`config.mk`:
```
export PLATFORM = sky130hd
export DESIGN_NAME = serial_full_subtractor
export DESIGN_NICKNAME = d
export VERILOG_FILES = /design/src/rtl/serial_full_subtractor.sv
export SDC_FILE = /design/constraint.sdc
export NUM_CORES = 1
export LEC_CHECK = 0
export CORE_MARGIN = 4
export CORE_UTILIZATION = 45
export CTS_BUF_LIST = sky130_fd_sc_hd__clkbuf_2
export DETAILED_ROUTE_END_ITERATION = 10
export PLACE_DENSITY = 0.7
export SYNTH_ARGS = -nofsm -noshare
export SYNTH_HDL_FRONTEND = slang
export SYNTH_SLANG_ARGS = --single-unit
```
`constraint.sdc`:
```
create_clock -name clk -period 1.5 [get_ports clk]
set_input_delay 0.3 -clock clk [delete_from_list [all_inputs] [get_ports clk]]
set_output_delay 0.3 -clock clk [all_outputs]
set_load 0.05 [all_outputs]
```
`src/rtl/serial_full_subtractor.sv`:
```
// Bit-serial subtractor: {bout, diff} = a - b - bin, one bit per cycle, LSB first.
// A single full-subtractor cell plus a borrow flop; start/busy/done handshake.
module serial_full_subtractor #(
    parameter int unsigned WIDTH = 8
) (
    input  logic             clk,
    input  logic             rst,
    input  logic             start,
    input  logic [WIDTH-1:0] a,
    input  logic [WIDTH-1:0] b,
    input  logic             bin,
    output logic             busy,
    output logic             done,
    output logic [WIDTH-1:0] diff,
    output logic             bout
);

    localparam int unsigned CW = $clog2(WIDTH) + 1;

    typedef enum logic [1:0] {
        IDLE = 2'd0,
        RUN  = 2'd1,
        DONE = 2'd2
    } state_t;

    state_t           state, state_n;
    logic [WIDTH-1:0] sa, sa_n;
    logic [WIDTH-1:0] sb, sb_n;
    logic [WIDTH-1:0] sd, sd_n;
    logic [CW-1:0]    cnt, cnt_n;
    logic             br, br_n;
    logic [WIDTH-1:0] diff_n;
    logic             bout_n;
    logic             busy_n;
    logic             done_n;
    logic             d;
    logic             x;
    logic             y;

    // State and datapath registers
    always_ff @(posedge clk) begin
        if (rst) begin
            state <= IDLE;
            sa    <= '0;
            sb    <= '0;
            sd    <= '0;
            cnt   <= '0;
            br    <= 1'b0;
            diff  <= '0;
            bout  <= 1'b0;
            busy  <= 1'b0;
            done  <= 1'b0;
        end else begin
            state <= state_n;
            sa    <= sa_n;
            sb    <= sb_n;
            sd    <= sd_n;
            cnt   <= cnt_n;
            br    <= br_n;
            diff  <= diff_n;
            bout  <= bout_n;
            busy  <= busy_n;
            done  <= done_n;
        end
    end

    // Next-state, serial cell and result capture
    always_comb begin
        state_n = state;
        sa_n    = sa;
        sb_n    = sb;
        sd_n    = sd;
        cnt_n   = cnt;
        br_n    = br;
        diff_n  = diff;
        bout_n  = bout;
        x       = sa[0];
        y       = sb[0];
        d       = 1'b0;

        case (state)
            IDLE: begin
                if (start) begin
                    sa_n    = a;
                    sb_n    = b;
                    br_n    = bin;
                    sd_n    = '0;
                    cnt_n   = '0;
                    state_n = RUN;
                end
            end
            RUN: begin
                d     = x ^ y ^ br;
                br_n  = (~x & y) | (~(x ^ y) & br);
                sd_n  = {d, sd[WIDTH-1:1]};
                sa_n  = sa >> 1;
                sb_n  = sb >> 1;
                cnt_n = cnt + CW'(1);
                // Last bit: publish the whole result at once, never partials
                if (cnt == CW'(WIDTH - 1)) begin
                    diff_n  = {d, sd[WIDTH-1:1]};
                    bout_n  = br_n;
                    state_n = DONE;
                end
            end
            DONE: begin
                state_n = IDLE;
            end
            default: begin
                state_n = IDLE;
            end
        endcase

        busy_n = (state_n != IDLE);
        done_n = (state_n == DONE);
    end

endmodule

```
# Word level (Yosys, flattened, before mapping)

Index checks and enable logic that the tools add are counted.

$add $sub $neg: 1
Equality and inequality tests: 4
Mux-type cells: 13
Bitwise operators: 7
Reductions and logical operators: 5

Operators by type and width:

| cell                                                                   | number |
|---|---|
| 8-bit case mux with 2 select lines                                     | 3 |
| 8-bit two-way mux                                                      | 3 |
| 4-bit case mux with 2 select lines                                     | 1 |
| 4-bit by 1-bit adder with 4-bit output (second input constant)         | 1 |
| 4-bit by 3-bit equality test with 1-bit output (second input constant) | 1 |
| 2-bit two-way mux                                                      | 2 |
| 4-bit two-way mux                                                      | 1 |
| 2-bit case mux with 2 select lines                                     | 1 |
| 2-bit AND reduction                                                    | 2 |
| 2-bit nonzero test                                                     | 2 |
| 1-bit AND                                                              | 2 |
| 2-bit by 1-bit equality test with 1-bit output (second input constant) | 1 |
| 2-bit equality test (second input constant)                            | 1 |
| 2-bit logical NOT                                                      | 1 |
| 2-bit != test (second input constant)                                  | 1 |
| 1-bit inverter                                                         | 2 |
| 1-bit case mux with 2 select lines                                     | 1 |
| 1-bit bitwise XOR                                                      | 2 |
| 1-bit two-way mux                                                      | 1 |
| 1-bit OR                                                               | 1 |

Bits in registers: 42
Output and inout port bits: 11
Input port bits: 20
Logic and storage cells: 40

# Longest topological paths before layout

Gate-level depths: netlist of the first run.

Depth in word-level cells: 5
Gate-level depth with buffers: 6
Depth with buffers taken out: 5

# Least setup slack after synthesis of the first run

No wires, ideal clock.

Path type: register to register
Start point: register cnt[0]
End point: register diff[0]
Data required time: 1428 ps
Clock period less this slack: 1246 ps
Path slack: 254 ps
Arrival time: 1174 ps
Path buffers: 0
Cell stages (with the launch flop): 5
Setup time: 72 ps
Cells stage by stage: dfxtp_1 ha_1 nand4b_2 nor2_4 mux2i_1

Word-level cells in the longest chain between the ends: 2

Ends and longest elaborated chain:

| element                                        | RTL line | text |
|---|---|---|
| start, declared                                | 30       | `logic [CW-1:0] cnt, cnt_n;` |
| start signal, assigned                         | 58       | `cnt <= cnt_n;` |
| 4-bit by 3-bit equality test with 1-bit output | 100      | `if (cnt == CW'(WIDTH - 1)) begin` |
| 2-bit AND reduction (no source line)           | n/a      |  |
| end signal, assigned                           | 60       | `diff <= diff_n;` |
| end, declared                                  | 14       | `output logic [WIDTH-1:0] diff,` |

No other way between the ends.
A chain may end at the register's enable or synchronous reset.

# Worst setup path after layout of the first run

Start point: register cnt[0]
End point: register diff[5]

Same word-level chain as after synthesis.

==> impl_results.md, run 1 <==
- First-pass GRT wire length: 6090 um
- Tmin final: 1340 ps
- Max-Cap Viols: 0
- Critical path class: reg2reg
- Drc violations: 0
- Crit end category: register
- RSZ-0062 raised after global routing: false
- Hold Path Sink: sb[4]$_SDFFE_PP0P_
- Die height: 70.6 um
- Reg2Reg Depth: 5
- Leak: 0.880 nW
- Top post-synthesis cells by area: dfxtp_1 46%, a211oi_2 6.4%, nand2b_1 6.0%
- Final Hold Viols: 0
- Root buffer cell: clkbuf_2
- DR iter-0 viols: 97
- Die ar.: 4990 um2
- Hold path cells: 3
- Cell variety after synth: 33
- Achievable frequency: 746 MHz
- Hold Path Origin: b[4]
- Vias in the first global route: 1,336
- Fin crit share: 89.3%
- Nature of the critical path startpoint: register
- H-tree depth: 2
- Critical Path Start: cnt[0]$_SDFFE_PP0P_
- PortBufs: 30
- Reg-to-Reg Start: cnt[0]$_SDFFE_PP0P_
- Total gr overflow: 0
- Gate Count Post-Synth: 187
- # rows: 22
- Vias per cell: 5.34
- Layout cells sized above 1: 20.0%
- Status: completed
- Syn Nets: 209
- CTS tree: built
- Clock transition at path regs: 190 ps
- Cell Pwr Density: 843 nW/um2
- Core area: 3720 um2
- Starting density of the core: 47.5%
- P&R area growth vs syn: 30.6%
- Initial antenna violation count: 0
- Cts bufs inserted: 5
- Number of synthesized register bits: 41
- Final setup vio count: 0
- Placer Congestion: 0.806
- Leading area contributor after synthesis: dfxtp_1
- Layout Cells excl Fill: 268
- Most frequent cells in the layout: 40 x dfxtp_1, 25 x nor2_1, 19 x clkdlybuf4s50_1
- Crit path largest cell delay: 410 ps
- Antenna viol nets, final: 0
- Placed cells: 259
- Seq/Total Area, Yosys: 46.5%
- Crit path required time: 1840 ps
- YS warnings: 0
- Die width: 70.6 um
- Crit-path slowest cell: dfxtp_1
- DR vias: 1,430
- Worst Clk Skew: 13.1 ps
- DR pass1 iterations: 5
- Final slew viol count: 0
- CTS Hold Bufs: 0
- Post-DP HPWL: 2490 um
- FF-to-FF End: diff[5]$_SDFFE_PP0P_
- Post-Syn Area: 1770 um2
- Nets@finish: 241
- Peak VDD IR: 0.433 mV
- Worst slew pin tran: 243 ps
- Critical path data arrival time: 1680 ps
- Reg2reg setup slack: 160 ps
- GR Util All Layers: 15.2%
- WL per Instance: 13.5 um
- Max Root-Sink Buffers: 2
- TritonCTS Sinks: 41
- # diodes: 0
- Crit-path cells: ha_1 > nand4b_2 > nor2_4 > buf_12 > mux2i_1
- Top-level I/O count: 31
- Max Fanout on Critical Path: 8
- Worst hold path type: in2reg
- Relative max-transition margin: 83.6%
- Clock latency on the worst-skew pair: 400 ps
- Largest net degree at the start of global routing: 46
- Final setup TNS: 0 ps
- Share of the synthesized area in the top cell type: 46.5%
- Avg Inst Size Synth: 9.44 um2
- WL final: 3610 um
- Commonest non-fill, non-tap cell in the layout: dfxtp_1
- Final hold slack: 443 ps
[worst max-delay path by stage]
stage,depth (start not counted),end
finish,5,diff[5]$_SDFFE_PP0P_
global route,4,sb[0]$_SDFFE_PP0P_
CTS,4,sb[0]$_SDFFE_PP0P_
detailed placement,4,br$_SDFFE_PP0P_
global placement,4,br$_SDFFE_PP0P_
floorplan,4,diff[0]$_SDFFE_PP0P_
[cell families after synthesis]
logic type      synth area share, %
compound gates                 20.5
fa+ha+maj                      1.84
buf+inv                        6.09
flops                          46.5
mux                            5.10
simple gates                   20.0
[metrics by stage]
stage / power (mW) / cell area [um2] / utilization [%] / setup WS, ps
after floorplan: 1.38 / 1770 / - / 254
after global placement: 1.48 / 2240 / 60.4 / -105
after detailed placement: 1.49 / 2240 / 60.4 / -175
after CTS: 1.96 / 2280 / 61.5 / 61.3
after global routing: 2.04 / 2310 / 62.1 / 23.9
final: 1.94 / 2310 / 62.1 / 160
[registers in the layout, indices dropped and copies added (netlist names)]
| signal | cells |
|---|---|
| diff | 8 |
| bout | 1 |
| done | 1 |
| cnt | 4 |
| state | 2 |
| br | 1 |
| sd | 7 |
| sb | 8 |
| sa | 8 |
| busy | 1 |
[repair_timing]
action                     in CTS  in global routing
gates resized for setup         0                  1
setup endpoints to repair       0                 14
setup buffers                   0                  1
[layout make-up]
class / count / area (um2)
sequential: 41 / 822
multi-input combinational: 129 / 841
timing repair buffer: 40 / 536
inverter: 2 / 7.51
tap: 48 / 60.1
clock buffer: 8 / 40.0
fill: 324 / 1410
[power by group]
group	internal (mW)	total, mW	switching (mW)
sequential	1.14	1.17	0.0292
combinational	0.151	0.298	0.147
clock	0.137	0.478	0.340
[per-layer routing]
layer	GRT usage [%]	vias to the layer above	wire, um
li1	-	712	-
met1	18.1	681	1670
met5	0	-	0
met3	5.40	5	168
met2	25.3	32	1720
met4	5.64	0	53
[critical path, delay by kind of cell, from the launching register on]
family,cells,cell delay (ps)
flops,1,410
simple gates,2,320
fa+ha+maj,1,230
mux,1,170
buf+inv,1,140
[cells in the mapped netlist]
master and instances:
dfxtp_1 41, nor2_1 25, nand2b_1 17, a21oi_1 16
nand2_1 16, a22oi_1 10, a211oi_2 9, mux2i_1 9
a211oi_1 5, buf_4 5, clkbuf_1 4, buf_6 3
nor3_1 3, buf_2 2, inv_1 2, nand3_1 2
nor2b_1 2, a221oi_1 1, a31oi_1 1, and2_1 1
buf_1 1, fa_1 1, ha_1 1, nand4b_2 1
nor2_4 1, nor3b_1 1, o211a_1 1, o21ai_0 1
o21ba_2 1, o21bai_1 1, o41ai_1 1, or3_1 1
or3b_2 1
Power figures use the tool's default switching activity.
==> run 2: changes to the inputs <==
Settings changed: CORE_MARGIN 4 to unset, CORE_UTILIZATION 45 to 54, PLACE_DENSITY 0.7 to 0.81.
==> run 2 against run 1 <==
Flip-flop and latch count is the same. Critical path depth shrank 1. Clock power shrank 2%. Largest cell class unchanged.
==> impl_results.md, run 2 (synthesized netlist as in run 1, its figures left out) <==
- Status: completed
- Reg-to-Reg Start: cnt[0]$_SDFFE_PP0P_
- Worst Clk Skew: 18.2 ps
- TritonCTS Sinks: 41
- DR pass1 iterations: 4
- Placed cells: 258
- PortBufs: 30
- WL met1: 1620 um
- RSZ-0062 raised after global routing: false
- Most frequent cells in the layout: 40 x dfxtp_1, 25 x nor2_1, 19 x clkdlybuf4s50_1
- Max-Cap Viols: 0
- Cell Pwr Density: 851 nW/um2
- P&R area growth vs syn: 29.2%
- Fin crit share: 92.5%
- Commonest non-fill, non-tap cell in the layout: dfxtp_1
- Max Fanout on Critical Path: 8
- WL final: 3560 um
- Largest net degree at the start of global routing: 45
- Fillers: 237
- Relative max-transition margin: 77.1%
- Starting density of the core: 57.4%
- Hold Path Origin: b[1]
- Clock latency on the worst-skew pair: 400 ps
- H-tree depth: 2
- Max Root-Sink Buffers: 2
- Final slew viol count: 0
- First-pass GRT wire length: 5940 um
- Core area: 3080 um2
- Crit path required time: 1830 ps
- Critical path class: reg2reg
- Post-CTS Setup Repair Bufs: 0
- WL met3: 153 um
- Crit-path cells: ha_1 > nand4b_2 > nor2_4 > mux2i_1
- Critical Path Start: cnt[0]$_SDFFE_PP0P_
- Biggest regs: diff (8), sa (8), sb (8)
- Top layer in use: met4
- Final setup TNS: 0 ps
- GR Util All Layers: 22.9%
- Antenna viol nets, final: 0
- Root buffer cell: clkbuf_2
- Die ar.: 3500 um2
- Fin util: 74.1%
- Vias in the first global route: 1,395
- Crit path largest cell delay: 410 ps
- DR iter-0 viols: 44
- Leak: 0.879 nW
- Vias per cell: 5.41
- # diodes: 0
- Final setup vio count: 0
- Post-DP HPWL: 2540 um
- Top-level I/O count: 31
- Initial antenna violation count: 0
- Final hold slack: 419 ps
- Total gr overflow: 0
- Nets@finish: 243
- Crit-path slowest cell: dfxtp_1
- Achievable frequency: 720 MHz
- Clock transition at path regs: 200 ps
- Nature of the critical path startpoint: register
- Drc violations: 0
- Cts bufs inserted: 5
- # rows: 20
- Layout Cells excl Fill: 266
- Crit end category: register
- Pwr Total: 1.94 mW
- DP Worst Slack: -162 ps
- Worst hold path type: in2reg
- Layout cells sized above 1: 21.2%
- Final worst slack: 112 ps
- Final instance area: 2280 um2
- Placer Congestion: 0.780
- Critical path data arrival time: 1720 ps
- Worst slew pin tran: 343 ps
- Die height: 59.2 um
- Die width: 59.2 um
- Placed Area: 2240 um2
- Tmin final: 1390 ps
- WL per Instance: 13.4 um
- Peak VDD IR: 0.606 mV
- CTS Hold Bufs: 0
- DR WL met2: 1740 um
- DR vias: 1,440
- CTS tree: built
- Final Hold Viols: 0
run 2: repair_timing:
action / CTS / global route
endpoints found under the setup margin: 1 / 1
endpoints found under the hold margin: 0 / 0
resized for setup: 1 / 1
run 2: worst paths after layout:
path / end / slack, ps / depth (start not counted)
min reg2reg: br$_SDFFE_PP0P_ / 510 / 2
max: diff[3]$_SDFFE_PP0P_ / 110 / 4
max reg2reg: diff[3]$_SDFFE_PP0P_ / 110 / 4
min: sb[1]$_SDFFE_PP0P_ / 420 / 3
run 2: cell type report:
class                   count  area, um2  area share [%]
multi-input cells         129        843            37.0
repair buffers             42        513            22.5
flip-flops and latches     41        822            36.0
well taps                  44       55.1            2.41
clock buffers               6       30.0            1.32
clock inverters             2       10.0           0.439
inverters                   2       7.51           0.329
run 2: power breakdown:
| part | switching, mW | internal [mW] | total (mW) |
|---|---|---|---|
| Combinational | 0.151 | 0.149 | 0.301 |
| Sequential | 0.0317 | 1.14 | 1.17 |
| Clock | 0.352 | 0.117 | 0.469 |
run 2: per-layer routing:
metal | global-route usage (%) | vias up
met4 | 9.52 | 0
met2 | 38.2 | 30
met5 | 0 | -
met3 | 7.42 | 7
li1 | - | 714
met1 | 26.9 | 689
run 2: worst max-delay path, delay by kind of cell (launching register included):
family | cells | cell delay, ps
simple gates | 2 | 450
flops | 1 | 410
fa+ha+maj | 1 | 230
mux | 1 | 230
==> variant (settings of run 1) <==
Make the reset (`rst`) asynchronous in one clocked block.
--- a/src/rtl/serial_full_subtractor.sv
+++ b/src/rtl/serial_full_subtractor.sv
@@ -38,7 +38,7 @@
     logic             y;
 
     // State and datapath registers
-    always_ff @(posedge clk) begin
+    always_ff @(posedge clk or posedge rst) begin
         if (rst) begin
             state <= IDLE;
             sa    <= '0;
Formal check against the unedited RTL: differs if rst is asserted again (counterexample within 4 cycles, from zero or initial values and one cycle with rst high); with rst held inactive, the same outputs for 10 cycles.
==> variant against run 1 <==
The run now ends with setup timing left. Worst hold slack got worse by 170 ps. Sequential cell count did not move. Setup slack got worse by 170 ps. Clock skew fell by 2.0 ps. Wire length fell by 2.7%. Area after synthesis fell by 3.3%. Synthesized cell count fell by 26%. Utilization rose by 3.4 points. Design area rose by 3.9%. First-iteration DRC count fell by 12%. Die area fell by 2.9%. Critical endpoint is now diff[4].
Power is not compared: it rests on default switching activity, and its combinational part moved more than twofold at a synthesized area within 25%.
==> variant: results (changes against run 1) <==
GRT
The pin count of the biggest net entering global routing is 42 (-8.7%). The initial antenna violation count is 0 (unchanged). The wire length of the first global-routing pass is 6460 um (+6.1%). The overall fraction of global-route tracks in use is 0.163 (+0.0116). The number of global-route vias before repair was 1405 (+5.2%).

Yosys
The number of distinct library cells after synthesis is 25 (-24%). By count the netlist is led by 41 x sky130_fd_sc_hd__dfrtp_1, 15 x sky130_fd_sc_hd__nand2_1, 14 x sky130_fd_sc_hd__a22oi_1. The number of synthesis warnings is 0 (unchanged).

Ranked by total cell area, the synthesized netlist is headed by sky130_fd_sc_hd__dfrtp_1 60%, sky130_fd_sc_hd__mux2_2 6.6%, sky130_fd_sc_hd__a22oi_1 6.2%, sky130_fd_sc_hd__a22o_1 5.6%, sky130_fd_sc_hd__o21ai_0 3.8%. The share of the yosys chip area belonging to registers is 0.601 (+0.136). The synthesized instance count came to 138 (-26%). The post-synthesis net count is 160 (-23%).

The dominant synthesized flop cell is sky130_fd_sc_hd__dfrtp_1. The async set or reset register ratio after synthesis is 1.00 (+1.00).

Route
The number of DRC violations after detailed-routing iteration 0 came to 85 (-12%). The via count was 1265 (-12%). The post-detailed-routing wire length is 3510 um (-2.7%).

The total iterations of the first detailed-routing run is 4 (-1).

Critical path
The end of the worst register-to-register path is diff[4]. The launch point of the critical path is cnt[0]. The count of cells along the worst register-to-register path is 5 (unchanged). The maximum fanout count along the critical path is 8 (unchanged).

The type of destination of the critical path is a flip-flop.

Clock tree
The clock latency reported for the late side of the worst-skew pair is 370 ps (-30 ps). The clock root buffer master is sky130_fd_sc_hd__clkbuf_2. The deepest clock path buffer count is 2 (unchanged). The number of buffers created by CTS was 5 (unchanged). Clock-pin slew was measured on the worst setup and hold paths at 180 ps. The H-tree level count came to 2 (unchanged).

Run status
The flow ran to the end, but the final reports show violations. The final reports fail on setup timing.

Final layout
The largest registers in the layout are diff x8, sa x8, sb x8. The count of fill cells added during filler insertion was 286 (-12%). The count of antenna diodes in the layout came to 0 (unchanged). The number of nets in the layout is 210 (-13%). The proportion of layout cells with a drive suffix above 1 is 0.298 (+0.0979). The final instance count without filler cells is 236 (-12%).

Power
The static power due to leakage is 1.10 nW. The maximum VDD drop is 0.734 mV.

STA
The post-route worst setup slack is -10.7 ps (-171 ps). The worst slack on hold paths is 272 ps (-171 ps). The relative max-transition margin is 0.840 (+0.00364). The final-report setup violation count was 5 (+5).

The final setup TNS came to -29.0 ps (-29.0 ps). The worst clock skew is 11.2 ps (-1.98 ps).

Placement
The count of buffers from port buffering is 30 (unchanged). The placed standard-cell area is 0.00225 mm^2 (+0.45%). The instance count after placement with tap cells included is 223 (-14%). The detailed placement HPWL is 2450 um (-1.3%). The weighted congestion at the end of routability-driven global placement is 0.781 (-3.2%).

The pre-CTS worst setup slack is -89.1 ps (+85.9 ps).

Min path
The path class of the tightest hold or removal check is input port to asynchronous set/reset pin.
## variant: power breakdown
group / switching, mW / leakage, nW / internal (mW) / total (mW)
logic: 1.10 / 0.544 / 1.30 / 2.40
clock network: 0.320 / 0.0265 / 0.109 / 0.429
registers: 0.355 / 0.525 / 1.52 / 1.87
total: 1.77 / 1.10 / 2.93 / 4.70
## variant: layer usage
metal / routed length [um] / global-route usage / vias up
li1: - / - / 593
met3: 188 / 0.0638 / 5
met1: 1470 / 0.200 / 637
met5: 0 / 0 / -
met2: 1830 / 0.271 / 30
met4: 31 / 0.0390 / 0
## variant: cells by family (layout without fill, tap and decap cells)
family	after synthesis	in the layout	synth area share
mux	11	11	0.0718
fa+ha+maj	2	2	0.0190
compound gates	45	45	0.189
buf+inv	15	65	0.0484
flops	41	41	0.601
simple gates	24	24	0.0711
## variant: critical path: stages (launching register included)
cell and delay (ps):
sky130_fd_sc_hd__dfrtp_1 440, sky130_fd_sc_hd__ha_4 170, sky130_fd_sc_hd__nand2_4 60, sky130_fd_sc_hd__nor3b_4 230
sky130_fd_sc_hd__buf_6 190, sky130_fd_sc_hd__mux2_4 310
## variant: what timing repair did
item	in CTS	in global routing
endpoints found under the setup margin	8	12
hold buffers	0	0
gates resized for setup	4	11
buffers inserted	5	2
pin swaps	3	2
## variant: final cells by class
type | instances | area [um^2] | share of cell area
clock buffer | 6 | 30.0 | 0.0125
multi-input combinational | 82 | 658 | 0.275
clock inverter | 1 | 3.75 | 0.00157
sequential | 41 | 1030 | 0.428
tap | 48 | 60.1 | 0.0251
timing repair buffer | 53 | 599 | 0.250
inverter | 5 | 18.8 | 0.00783
